File: config.mk
export PLATFORM = sky130hd
export DESIGN_NAME = seven_seg_scan_ctrl_flat
export DESIGN_NICKNAME = d
export VERILOG_FILES = /design/src/rtl/seven_seg_scan_ctrl_if.sv /design/src/rtl/seven_seg_scan_ctrl.sv /design/src/flat_wrapper.sv
export SDC_FILE = /design/constraint.sdc
export NUM_CORES = 1
export LEC_CHECK = 0
export CORE_UTILIZATION = 50
export DETAILED_ROUTE_END_ITERATION = 12
export GPL_TIMING_DRIVEN = 1
export HOLD_SLACK_MARGIN = 0.02
export PLACE_DENSITY = 0.71
export SYNTH_ARGS = -nofsm -noshare
export SYNTH_HDL_FRONTEND = slang
export SYNTH_SLANG_ARGS = --single-unit
File: constraint.sdc
create_clock -name clk -period 2.7 [get_ports clk]
set_input_delay 0.675 -clock clk [delete_from_list [all_inputs] [get_ports clk]]
set_output_delay 0.675 -clock clk [all_outputs]
set_load 0.01 [all_outputs]
File: src/rtl/seven_seg_scan_ctrl_if.sv
// Load handshake and display-drive bundle for the seven-segment scan controller.
// master = the block that loads values; slave = the scan controller itself.
interface seven_seg_scan_ctrl_if;
    logic        load;
    logic [15:0] data_in;
    logic [3:0]  blank_in;
    logic        ready;
    logic [3:0]  nibble;
    logic [3:0]  digit_n;
    logic        frame_start;

    modport master (
        output load, data_in, blank_in,
        input  ready, nibble, digit_n, frame_start
    );

    modport slave (
        input  load, data_in, blank_in,
        output ready, nibble, digit_n, frame_start
    );
endinterface

File: src/rtl/seven_seg_scan_ctrl.sv
// Four-digit common-anode scan controller: double-buffered display value committed at frame
// boundaries, with an all-dark dead time at the start of every digit slot.
module seven_seg_scan_ctrl #(
    parameter int unsigned REFRESH_DIV = 100000,
    parameter int unsigned DEAD_CYCLES = 500
) (
    input logic                  clk,
    input logic                  rst_n,
    seven_seg_scan_ctrl_if.slave bus
);
    localparam int unsigned   CW      = (REFRESH_DIV > 1) ? $clog2(REFRESH_DIV) : 1;
    localparam logic [CW-1:0] CntLast = CW'(REFRESH_DIV - 1);
    localparam logic          StDead  = 1'b0;
    localparam logic          StOn    = 1'b1;

    logic [CW-1:0] r_cnt;
    logic [1:0]    r_dig;
    logic [15:0]   r_active;
    logic [3:0]    r_active_blank;
    logic [15:0]   r_pending;
    logic [3:0]    r_pending_blank;
    logic          r_pend_v;
    logic          r_commit;
    logic [3:0]    r_nibble;
    logic [3:0]    r_digit_n;
    logic          r_frame_start;

    logic          w_accept;
    logic          w_slot_end;
    logic          w_frame_end;
    logic          w_do_commit;
    logic [CW-1:0] w_cnt_d;
    logic [1:0]    w_dig_d;
    logic [15:0]   w_active_d;
    logic [3:0]    w_active_blank_d;
    logic          w_state_d;
    logic [3:0]    w_digit_n_d;

    assign w_accept    = bus.load & ~r_pend_v;
    assign w_slot_end  = (r_cnt == CntLast);
    assign w_frame_end = w_slot_end & (r_dig == 2'd3);
    assign w_do_commit = w_frame_end & r_pend_v;

    // Outputs are registered from next-state values so they line up with the current slot.
    always_comb begin
        w_cnt_d          = w_slot_end ? '0 : r_cnt + CW'(1);
        w_dig_d          = w_slot_end ? r_dig + 2'd1 : r_dig;
        w_active_d       = w_do_commit ? r_pending : r_active;
        w_active_blank_d = w_do_commit ? r_pending_blank : r_active_blank;
        w_state_d        = (32'(w_cnt_d) < DEAD_CYCLES) ? StDead : StOn;
        w_digit_n_d      = 4'b1111;
        if (w_state_d == StOn && !w_active_blank_d[w_dig_d]) begin
            w_digit_n_d = ~(4'b0001 << w_dig_d);
        end
    end

    always_ff @(posedge clk or negedge rst_n) begin
        if (!rst_n) begin
            r_cnt           <= '0;
            r_dig           <= 2'd0;
            r_active        <= 16'h0000;
            r_active_blank  <= 4'b0000;
            r_pending       <= 16'h0000;
            r_pending_blank <= 4'b0000;
            r_pend_v        <= 1'b0;
            r_commit        <= 1'b0;
            r_nibble        <= 4'h0;
            r_digit_n       <= 4'b1111;
            r_frame_start   <= 1'b0;
        end else begin
            r_cnt          <= w_cnt_d;
            r_dig          <= w_dig_d;
            r_active       <= w_active_d;
            r_active_blank <= w_active_blank_d;
            r_commit       <= w_do_commit;
            r_digit_n      <= w_digit_n_d;
            r_frame_start  <= w_frame_end;
            if (w_slot_end) begin
                r_nibble <= w_active_d[{w_dig_d, 2'b00} +: 4];
            end
            if (w_accept) begin
                r_pending       <= bus.data_in;
                r_pending_blank <= bus.blank_in;
            end
            // pend_v holds through the commit cycle so a load there is refused.
            if (r_commit) begin
                r_pend_v <= 1'b0;
            end else if (w_accept) begin
                r_pend_v <= 1'b1;
            end
        end
    end

    assign bus.ready       = ~r_pend_v;
    assign bus.nibble      = r_nibble;
    assign bus.digit_n     = r_digit_n;
    assign bus.frame_start = r_frame_start;
endmodule
File: src/flat_wrapper.sv
// flat-port wrapper written by rule: the top's interface ports become plain ports
module seven_seg_scan_ctrl_flat 
#(
    parameter int unsigned REFRESH_DIV = 100000,
    parameter int unsigned DEAD_CYCLES = 500
)
  (clk, rst_n, bus_load, bus_data_in, bus_blank_in, bus_ready, bus_nibble, bus_digit_n, bus_frame_start);
  seven_seg_scan_ctrl_if bus_i ();
  input logic clk;
  input logic rst_n;
  input wire logic [$bits(bus_i.load)-1:0] bus_load;
  input wire logic [$bits(bus_i.data_in)-1:0] bus_data_in;
  input wire logic [$bits(bus_i.blank_in)-1:0] bus_blank_in;
  output wire logic [$bits(bus_i.ready)-1:0] bus_ready;
  output wire logic [$bits(bus_i.nibble)-1:0] bus_nibble;
  output wire logic [$bits(bus_i.digit_n)-1:0] bus_digit_n;
  output wire logic [$bits(bus_i.frame_start)-1:0] bus_frame_start;
  assign bus_i.load = bus_load;
  assign bus_i.data_in = bus_data_in;
  assign bus_i.blank_in = bus_blank_in;
  assign bus_ready = bus_i.ready;
  assign bus_nibble = bus_i.nibble;
  assign bus_digit_n = bus_i.digit_n;
  assign bus_frame_start = bus_i.frame_start;
  seven_seg_scan_ctrl #(.REFRESH_DIV(REFRESH_DIV), .DEAD_CYCLES(DEAD_CYCLES)) u_core (.clk(clk), .rst_n(rst_n), .bus(bus_i));
endmodule
==> run metrics, run 1 <==
status=finished with violations; violated checks=DRC; vias in the first global route=2325; number of synthesized register bits=70; die area=7125 um^2; most frequent cells in the layout=dfrtp_1, mux2_2, clkdlybuf4s50_1; Mapped Nets=299; crit-path max cell delay=roughly 0.50 ns; Max FO, Critical Path=9; WL/cell=about 16 um; CTS tree=done; cell area after layout=4055 um^2; CTS Buf Count=9; drt first pass iters=8; Core Area=6459 um^2; CP Cell Sequence=ha_1 > nor4b_1 > nand3_1 > nor2_1 > buf_4 > mux4_2 > nor2_1 > nand3_1; max cap viols=0; Die W=roughly 84 um; Crit. End Element=flip-flop; HP Class=input pin to async pin; delay-heaviest family, CP=simple AND/OR/NAND/NOR gates; Seq/Total Area, Yosys=0.5173; initial antenna violation count=0; area occupied by multi-input gates=1559 um^2; RePlAce Congestion=about 0.87; Post-DP Area=3822 um^2; fill cell count=504; setup violators final=0; wire length of the first global-routing pass=11.01 mm; Starting DRT DRC Count=127; Power Internal=1.724 mW; cell count after synthesis=274; critical path required time=a little under 3 ns; ANT cells=0; most common cell after layout, fill and taps aside=dfrtp_1; Mapped Avg Cell Area=12.39 um^2; Worst-path clk slew=0.08 ns; Congestion Overflow GR=0; Tcrit/Tclk final=0.9142; DR DRC count=2; final core utilization=0.6279; yosys warns=0; dominant synthesized flop cell=dfrtp_1; fraction of registers with async set or reset after synthesis=1.000; Ports=33; mapped cell area=3396 um^2; post-synth cell types=49; Reg area=1757 um^2; area growth from synthesis to layout=19.42%; Port Buffers=32; sequential power share=0.507; post-DP HPWL=4.439 mm; Post-Route Skew=0.009809 ns; post-detailed-route count of antenna-violating nets=0; clock latency on the worst-skew pair=0.34 ns; Total Routed Length=6.433 mm; global-route usage over all layers=0.1998; layout cells sized above 1=0.2875; drt via density=5.879; DR vias=2293; largest net degree at the start of global routing=31; clock share of power=0.449; Worst-Margin Slew=0.6211 ns; clock sinks=70; Post-CTS Setup Bufs=0; switch share=0.2121; leakage power=1.769 nW; CP Data Arrival Time=2.73 ns; NetSw=464.1 uW; Fin. Hold Viols=0; # rows=29; hold buffer count at cts=0; Post-synth EDFFs=0; PD cells=539.6 nW/um^2; Max clock buf depth=2; CTS root buf=clkbuf_8; Rel. slew slack=0.5752; crit start category=flip-flop; setup TNS=0 ns; Resized Gates After CTS=0; FMAX=405.1 MHz; Power, Total=2.188 mW; starting density of the core=0.5258; RSZ-0062 raised after global routing=no; Peak VDD IR=approximately 370 uV; Final Max Slew Viols=0; Final nets=333; Crit Path Class=flip-flop to flip-flop; slowest CP cell=mux4_2; Die H=between 80 and 90 um; CTS H-Tree Depth=3; Gate power share=0.044; CP bufs+invs=1; crit path time final=around 2.5 ns
-- flip-flops by register name (all words and copies together), names as in the netlist --
name	cells
u_core.r_cnt	17
u_core.r_active	16
u_core.r_pending	16
u_core.bus.digit_n	4
u_core.bus.nibble	4
u_core.r_active_blank	4
u_core.r_pending_blank	4
u_core.r_dig	2
u_core.bus.frame_start	1
u_core.r_commit	1
u_core.r_pend_v	1
-- final timing paths --
| check | slack [ns] | cells after the start | start | to |
|---|---|---|---|---|
| max in group asynchronous | 1.74 | 2 | rst_n | u_core.r_active[0] |
| max reg2reg | 0.23 | 8 | u_core.r_cnt[0] | u_core.bus.digit_n[1] |
| max | 0.23 | 8 | u_core.r_cnt[0] | u_core.bus.digit_n[1] |
| min | 0.32 | 1 | rst_n | u_core.r_dig[0] |
| min in group clk | 0.41 | 1 | u_core.r_commit | u_core.r_pend_v |
| min reg2reg | 0.41 | 1 | u_core.r_commit | u_core.r_pend_v |
-- through the flow --
| stage | instances | hold slack (ns) | setup slack (ns) |
|---|---|---|---|
| detailed placement | 374 | 0.3989 | 0.3100 |
| global placement | 374 | 0.3923 | 0.4270 |
| CTS | 390 | 0.3386 | 0.2493 |
| finish | 390 | 0.3195 | 0.2317 |
| global route | 390 | 0.3485 | 0.05891 |
| floorplan | 274 | 0.3785 | 0.5055 |
-- area by class of cell --
class | count | share of cell area
flip-flops and latches | 70 | 0.4332
well taps | 77 | 0.02376
clock inverters | 4 | 0.01913
clock buffers | 12 | 0.03826
inverters | 4 | 0.003703
multi-input cells | 182 | 0.3845
repair buffers | 41 | 0.09750
-- cell usage after synthesis, types with 3 or more instances --
library cell / number / area, um^2
buf_2: 4 / 20.02
inv_1: 4 / 15.01
mux2i_1: 6 / 60.06
xor2_1: 8 / 70.07
o21ai_0: 5 / 25.02
xnor2_1: 7 / 61.31
and2_1: 3 / 18.77
nor2_1: 16 / 60.06
o31ai_1: 4 / 30.03
mux2_2: 43 / 484.2
mux4_2: 9 / 202.7
nand3_1: 8 / 40.04
and3_1: 6 / 37.54
a21oi_1: 6 / 30.03
nor3_1: 5 / 25.02
dfrtp_1: 66 / 1652
buf_1: 5 / 18.77
nand2_1: 14 / 52.55
dfstp_2: 4 / 105.1
clkbuf_1: 9 / 33.78
nand4_1: 6 / 37.54
-- cell families after synthesis --
group	synth area share
mux	0.2200
flops	0.5173
fa+ha+maj	0.007368
compound gates	0.05859
xor+xnor	0.03869
buf+inv	0.02579
simple gates	0.1323
-- power by group through the flow --
stage	sequential, mW	clock (mW)	combinational, mW
2_1_floorplan	1.12	0	0.0392
3_3_place_gp	1.13	0	0.0960
3_5_place_dp	1.13	0	0.0991
4_1_cts	1.11	1.00	0.0994
5_1_grt	1.11	1.04	0.107
6_report	1.11	0.983	0.0963
-- metal layers --
| metal | vias to the layer above | GRT usage | share of wire |
|---|---|---|---|
| met1 | 1157 | 0.2651 | 0.46 |
| li1 | 1073 | - | - |
| met5 | - | 0 | 0 |
| met4 | 0 | 0.08012 | 0.014 |
| met3 | 11 | 0.04228 | 0.030 |
| met2 | 52 | 0.3241 | 0.49 |
(Power assumes the default switching activity.)
==> run 2: changes to the inputs <==
- CORE_MARGIN: not set -> 1.5
==> run 2 against run 1 <==
The run now ends clean; highest routed layer unchanged; combinational power fell by 2%; routed wire length fell by 2.9%; setup slack improved by 0.063 ns; global-route usage fell by 0.47 points.
==> run metrics, run 2 (synthesized netlist as in run 1, its figures left out) <==
Worst R2R Start=u_core.r_cnt[0]; status=completed; CP Data Arrival Time=2.67 ns (-0.06 ns); starting density of the core=0.5258 (unchanged); Core Area=6459 um^2 (unchanged); Max FO, Critical Path=9 (unchanged); area growth from synthesis to layout=18.57%; CTS root buf=clkbuf_8; Crit. End Element=flip-flop; Top Registers=u_core.r_cnt x17, u_core.r_active x16, u_core.r_pending x16; Total Routed Length=6.245 mm (-2.9%); Layout Cells excl Fill=389 (-0.26%); largest register by flop count=u_core.r_cnt; Setup WS pre-CTS=0.3396 ns (+0.02965 ns); Die W=85.41 um (+1.2%); NetSw=460.8 uW (-0.70%); post-detailed-route count of antenna-violating nets=0 (unchanged); Final nets=332 (-0.30%); CTS Buf Count=9 (unchanged); PD cells=528.0 nW/um^2 (-2.1%); Worst-Margin Slew=0.5451 ns (-0.07608 ns); setup violators final=0 (unchanged); crit path time final=2.405 ns (-0.06313 ns); Post-Route Skew=0.006977 ns (-0.002831 ns); CTS H-Tree Depth=3 (unchanged); Resized Gates After CTS=0 (unchanged); RSZ-0062 raised after global routing=no; switch share=0.2168 (+0.004664); Die H=85.41 um (+1.2%); Power Internal=1.665 mW (-3.4%); clock sinks=70 (unchanged); setup TNS=0 ns (unchanged); largest net degree at the start of global routing=51 (+65%); sequential power share=0.521 (+0.014); Rel. slew slack=0.6272 (+0.05203); Post-Place Cells=373 (-0.27%); Starting DRT DRC Count=111 (-13%); Post-CTS Setup Bufs=0 (unchanged); critical path required time=2.97 ns (about the same); clock share of power=0.435 (-0.014); Port Buffers=32 (unchanged); crit start category=flip-flop; FMAX=415.8 MHz (+2.6%); CTS tree=done; layout cells sized above 1=0.2821 (-0.005489); Gate power share=0.044 (about the same); DR vias=2208 (-3.7%); Post-DP Area=3812 um^2 (-0.26%); max FFs per register=17 (unchanged); Max clock buf depth=2 (unchanged); Crit Path Class=flip-flop to flip-flop; Tcrit/Tclk final=0.8908 (-0.02338); max cap viols=0 (unchanged); Fin. Hold Viols=0 (unchanged); die area=7295 um^2 (+2.4%); Final Max Slew Viols=0 (unchanged); initial antenna violation count=0 (unchanged); post-DP HPWL=4.252 mm (-4.2%); WL/cell=16.05 um (-2.7%); Peak VDD IR=399.3 uV (+7.3%); Worst-path clk slew=0.08 ns (about the same); drt via density=5.676 (-3.5%); hold buffer count at cts=0 (unchanged); hold slack=0.2790 ns (-0.04056 ns); global-route usage over all layers=0.1951 (-0.004710); most frequent cells in the layout=dfrtp_1, mux2_2, clkdlybuf4s50_1; HP Class=input pin to async pin; cell area after layout=4026 um^2 (-0.71%); clock latency on the worst-skew pair=0.35 ns (about the same); ANT cells=0 (unchanged); Power, Total=2.126 mW (-2.8%); # rows=29 (unchanged); Ports=33 (unchanged); most common cell after layout, fill and taps aside=dfrtp_1; final core utilization=0.6234 (-0.004455); vias in the first global route=2196 (-5.5%); Worst Setup SP=u_core.r_cnt[0]; wire length of the first global-routing pass=10.86 mm (-1.3%); RePlAce Congestion=0.8816 (+1.5%); Congestion Overflow GR=0 (unchanged); DR DRC count=0 (-2); Worst Slack Setup Final=0.2949 ns (+0.06314 ns); leakage power=1.752 nW (-0.94%); drt first pass iters=8 (unchanged)
==> run 2: cell types whose count changed in the layout (fill, tap and decap cells not counted), sizes merged <==
cell	previous run	this run
clkinv	1	3
clkinvlp	0	1
clkbuf	12	10
buf	10	9
inv	5	4
==> run 2: final cells by class <==
| class | count | area, um^2 |
|---|---|---|
| clock buffers | 10 | 127.6 |
| clock inverters | 6 | 86.33 |
| fillers | 519 | 2432 |
| inverters | 4 | 15.01 |
| multi-input cells | 182 | 1556 |
| flip-flops and latches | 70 | 1757 |
| well taps | 77 | 96.34 |
| repair buffers | 40 | 387.9 |
==> run 2: per-layer routing <==
metal,routed length (um),track usage,up-vias,share of wire
met5,0,0,-,0
met1,3066,0.2741,1094,0.49
li1,-,-,1069,-
met3,217,0.05058,9,0.035
met2,2858,0.2906,36,0.46
met4,103,0.07918,0,0.016
==> run 2: power by group through the flow <==
| stage | Sequential [mW] | Combinational (mW) | Clock (mW) |
|---|---|---|---|
| floorplan | 1.12 | 0.0392 | 0 |
| global placement | 1.13 | 0.0951 | 0 |
| detailed placement | 1.13 | 0.0972 | 0 |
| CTS | 1.11 | 0.0974 | 0.948 |
| global route | 1.11 | 0.106 | 0.992 |
| finish | 1.11 | 0.0946 | 0.924 |
==> run 2: path summary, 6_finish.rpt <==
| kind | endpoint | slack (ns) | cells past startpoint |
|---|---|---|---|
| setup / recovery | u_core.bus.digit_n[1] | 0.29 | 8 |
| hold / removal | u_core.r_dig[0] | 0.28 | 1 |
| setup reg to reg | u_core.bus.digit_n[1] | 0.29 | 8 |
| hold reg to reg | u_core.r_pend_v | 0.39 | 1 |
| max in group asynchronous | u_core.bus.digit_n[0] | 1.78 | 2 |
| min in group clk | u_core.r_pend_v | 0.39 | 1 |
==> run 2: worst max-delay path, stage by stage (launching register included) <==
cell and delay (ns):
dfrtp_1 0.40, ha_1 0.30, nor4b_1 0.34, nand3_1 0.16
nor2_1 0.18, buf_4 0.20, mux4_2 0.49, nor2_1 0.15
nand3_1 0.10
==> run 3: changes to the inputs <==
- CORE_MARGIN: 1.5 -> not set
==> results of run 3 <==
No change in the layout: final DEF, timing and power equal those of run 1.
